$ cat src/rtl/serial_subtractor.sv
// rtl/serial_subtractor.sv - bit-serial unsigned subtractor, D = A - B, LSB first
//
// One full-subtractor cell plus shift registers. An operation accepted on a
// start edge takes WIDTH edges and then raises done for one cycle.
//
// Ports:
//   clk    rising-edge clock
//   reset  synchronous, active-high; clears state and results
//   start  request; accepted only in IDLE or DONE
//   A, B   minuend / subtrahend, captured on the accepted start edge
//   busy   high while bits are being processed
//   done   one-cycle pulse; D and Bout are valid
//   D      A - B modulo 2^WIDTH, held until the next completion
//   Bout   final borrow, 1 when A < B
module serial_subtractor #(
  parameter int WIDTH = 8
) (
  input  logic             clk,
  input  logic             reset,
  input  logic             start,
  input  logic [WIDTH-1:0] A,
  input  logic [WIDTH-1:0] B,
  output logic             busy,
  output logic             done,
  output logic [WIDTH-1:0] D,
  output logic             Bout
);

  localparam int CW = $clog2(WIDTH + 1);
  localparam logic [CW-1:0] LAST = CW'(WIDTH - 1);

  typedef enum logic [1:0] {
    S_IDLE  = 2'd0,
    S_SHIFT = 2'd1,
    S_DONE  = 2'd2
  } state_t;

  state_t state, state_next;

  logic [WIDTH-1:0] a_sr, b_sr, d_sr, d_next;
  logic             bw, bw_next, d_bit;
  logic [CW-1:0]    cnt;
  logic             accept, last_bit;

  // Full-subtractor cell on the current LSBs.
  always_comb begin
    d_bit   = a_sr[0] ^ b_sr[0] ^ bw;
    bw_next = (~a_sr[0] & b_sr[0]) | (~(a_sr[0] ^ b_sr[0]) & bw);
    // Written as shift-then-insert so WIDTH=1 needs no zero-width slice.
    d_next           = d_sr >> 1;
    d_next[WIDTH-1]  = d_bit;
  end

  // DONE accepts start exactly like IDLE, giving gap-free back-to-back runs.
  assign accept   = start && ((state == S_IDLE) || (state == S_DONE));
  assign last_bit = (state == S_SHIFT) && (cnt == LAST);

  // State register.
  always_ff @(posedge clk) begin
    if (reset) state <= S_IDLE;
    else       state <= state_next;
  end

  // Next-state logic.
  always_comb begin
    state_next = state;
    case (state)
      S_IDLE:  if (start) state_next = S_SHIFT;
      S_SHIFT: if (cnt == LAST) state_next = S_DONE;
      S_DONE:  state_next = start ? S_SHIFT : S_IDLE;
      default: state_next = S_IDLE;
    endcase
  end

  // Outputs.
  always_comb begin
    busy = (state == S_SHIFT);
    done = (state == S_DONE);
  end

  // Datapath. start during SHIFT falls through to the shift branch untouched.
  always_ff @(posedge clk) begin
    if (reset) begin
      a_sr <= '0;
      b_sr <= '0;
      d_sr <= '0;
      bw   <= 1'b0;
      cnt  <= '0;
      D    <= '0;
      Bout <= 1'b0;
    end else if (accept) begin
      a_sr <= A;
      b_sr <= B;
      d_sr <= '0;
      bw   <= 1'b0;
      cnt  <= '0;
    end else if (state == S_SHIFT) begin
      a_sr <= a_sr >> 1;
      b_sr <= b_sr >> 1;
      d_sr <= d_next;
      bw   <= bw_next;
      cnt  <= cnt + CW'(1);
      // Results publish only on the completion edge and hold otherwise.
      if (last_bit) begin
        D    <= d_next;
        Bout <= bw_next;
      end
    end
  end

endmodule

$ cat config.mk
export PLATFORM = sky130hd
export DESIGN_NAME = serial_subtractor
export DESIGN_NICKNAME = d
export VERILOG_FILES = /design/src/rtl/serial_subtractor.sv
export SDC_FILE = /design/constraint.sdc
export NUM_CORES = 1
export LEC_CHECK = 0
export ABC_AREA = 1
export CORE_AREA = 2 2 62 64
export CTS_BUF_LIST = sky130_fd_sc_hd__clkbuf_16
export DETAILED_ROUTE_END_ITERATION = 6
export DIE_AREA = 0 0 64 66
export PLACE_DENSITY = 0.79
export SETUP_SLACK_MARGIN = 0.2
export SLEW_MARGIN = 0
export SYNTH_ARGS = -nofsm -noshare
export SYNTH_HDL_FRONTEND = slang
export SYNTH_SLANG_ARGS = --single-unit
$ cat constraint.sdc
create_clock -name clk -period 1.5 [get_ports clk]
set_input_delay 0.375 -clock clk [delete_from_list [all_inputs] [get_ports clk]]
set_output_delay 0.375 -clock clk [all_outputs]
set_load 0.05 [all_outputs]
==> summary.txt <==
outcome: finished, final reports clean
Avg Inst Size Synth: 7.04 sq um
total number of yosys warnings: 0
top cell type's share of synthesized area: 45.3%
clock sinks: 39
crit-path max FO: 4
reg2reg setup slack: 0.29 ns
area taken by multi-input logic gates: 756 sq um
layout cells sized above 1: 18.2%
PwrDens: 1000 mW/mm^2
met2 Use GR: 30.7%
initial antenna violation count: 0
Die Span Y: 66 microns
Core Area: 0.00355 sq mm
Achievable Freq: 762 MHz
crit path DAT: 0.94 ns
gr busiest metal: met2
gr ovfl total: 0
Final min period: 1.31 ns
Setup crit end kind: output pin
first-pass GRT wire length: 5790 microns
register area: 787 sq um
Leak: 1.09 nW
# rows: 22
largest family of logic cells by synthesized area: simple AND/OR/NAND/NOR gates
CP max-delay cell: dfxtp_4
DP Worst Slack: -0.103 ns
simple-gate share of the synthesized area: 30.7%
Initial DRT Pass Iterations: 4
synthesis-stage register bit count: 39
worst slew pin tran: 0.278 ns
Routed WL: 3500 microns
Synth area leaders: dfxtp_1, nand2_1, nand3_1
clock root buffer: clkbuf_16
post-synthesis adder-cell area fraction: 1.89%
Synth Area in XOR/XNOR: 0.508%
Die X: 64 microns
final RePlAce weighted congestion: 0.828
wire per inst: 10.5 microns
Tcrit/Tclk final: 87.5%
final hold vios: 0
CP startpoint kind: flip-flop
Bufs on Longest Clock Path: 2
worst hold path class: in -> reg
Clock transition at path regs: 0.05 ns
met3 layer usage reported by global route: 5.79%
Placed Cells: 320
initial drt markers: 93
Netlist cell types: 18
setup ws final: 0.187 ns
post-route ant nets: 0
nets: 307
mux contribution to synthesized area: 0%
CP Cell Sequence: nor2_4 -> buf_12
port bufs: 29
Die ar.: 0.00422 sq mm
H-tree depth: 2
Synth area leader: dfxtp_1
Critical Path RT: 1.12 ns
maxcap violations: 0
RSZ-0062 raised after global routing: true
GRT Resource Usage Total: 18.0%
Seq/Total Area, Yosys: 45.3%
Final HPWL DP: 2390 microns
total number of vias: 1577
Synth Area in Compound Gates: 8.12%
GR Layer Usage met1: 20.5%
WS Path Type: reg -> out
Peak VDD IR: 0.563 mV
worst-skew pair later-pin latency: 0.28 ns
TritonCTS clock tree: yes
# IOs: 30
Mapped Nets: 266
largest net degree at the start of global routing: 28
Num CTS Buffers: 5
# setup viols final: 0
starting density of the core: 48.6%
Cell Count, Final, Fillers Out: 334
Synth Cell Area: 0.00173 sq mm
skew final: 0.00355 ns
max incr delay on CP: 0.38 ns
Slew HR: 81.4%
total power: 2.43 mW
Via density: 4.72
final hold slack: 0.455 ns
ant diodes: 0
Area growth syn-to-layout: 41.0%
Final Slew Violations: 0
fillers: 295
Residual DRC: 0
vias in the first global route: 1395
Syn Inst Count: 245
routing by layer:
layer	wire, microns	share of wire [%]	vias up
met5	0	0	-
met4	59	1.7	0
met3	151	4.3	5
met2	1760	50	37
met1	1530	44	699
li1	-	-	836
synth_stat cells, drive strengths merged:
| cell | number |
|---|---|
| nand2 | 66 |
| dfxtp | 39 |
| inv | 36 |
| nor2 | 31 |
| nand3 | 30 |
| a21oi | 17 |
| buf | 11 |
| o21ai | 11 |
| clkinv | 1 |
| fa | 1 |
| ha | 1 |
| xor2 | 1 |
registers in the layout, summed over array words and instances (netlist names):
name,count
Bout,1
D,8
a_sr,8
b_sr,8
bw,1
cnt,4
d_sr,7
state,2
worst paths after layout:
check | depth (start not counted) | from | to
setup / recovery | 2 | state[0] | done
hold / removal | 2 | reset | a_sr[7]
setup reg to reg | 5 | state[0] | bw
hold reg to reg | 2 | d_sr[1] | d_sr[1]
cell type report:
type | instances | area share (%)
Multi-Input combinational cell | 158 | 31.1
Sequential cell | 39 | 32.3
Inverter | 37 | 6.43
Clock inverter | 2 | 0.360
Clock buffer | 5 | 5.14
Timing Repair Buffer | 44 | 21.9
Tap cell | 48 | 2.47
Timing Repair inverter | 1 | 0.308
power by group:
group	switching [mW]	leakage, nW	internal [mW]
logic	0.186	0.706	0.155
clock network	0.380	0.0671	0.596
registers	0.0304	0.320	1.09
total	0.596	1.09	1.84
repair_timing:
item / 4_1_cts / 5_1_grt
setup endpoints to repair: 13 / 32
hold buffers: 0 / 0
setup buffers: 4 / 1
cloned: 0 / 2
pin swaps: 1 / 3
resized for setup: 9 / 18
metrics by stage:
step	cell area [sq um]	util (%)	setup TNS, ns
5_1_grt	2430	68.5	0
3_3_place_gp	2170	61.2	-0.706
4_1_cts	2370	66.8	0
3_5_place_dp	2170	61.2	-1.12
2_1_floorplan	1730	-	0
6_report	2430	68.5	0
layout by cell type (no fill, tap or decap), types with 2 or more instances in the layout:
master,netlist,layout
inv_4,0,2
nor2_1,28,27
buf_4,3,11
nand3_1,30,29
inv_1,31,30
nand2_1,65,64
clkdlybuf4s50_1,0,17
buf_12,0,12
a21oi_1,17,17
dfxtp_1,39,36
o21ai_1,1,5
o21ai_0,10,5
inv_2,5,4
buf_6,5,2
dfxtp_2,0,2
nor2_4,0,4
clkbuf_16,0,5
kinds of logic (layout without fill, tap and decap cells):
logic type | count (synthesis) | count (layout)
compound gates | 28 | 28
xor+xnor | 1 | 1
fa+ha+maj | 2 | 2
buf+inv | 48 | 89
flops | 39 | 39
simple gates | 127 | 127
worst max-delay path, delay by kind of cell, from the launching register on:
| family | cells | cell delay (ns) |
|---|---|---|
| simple gates | 1 | 0.14 |
| buf+inv | 1 | 0.14 |
| flops | 1 | 0.38 |
(Power assumes the default switching activity.)
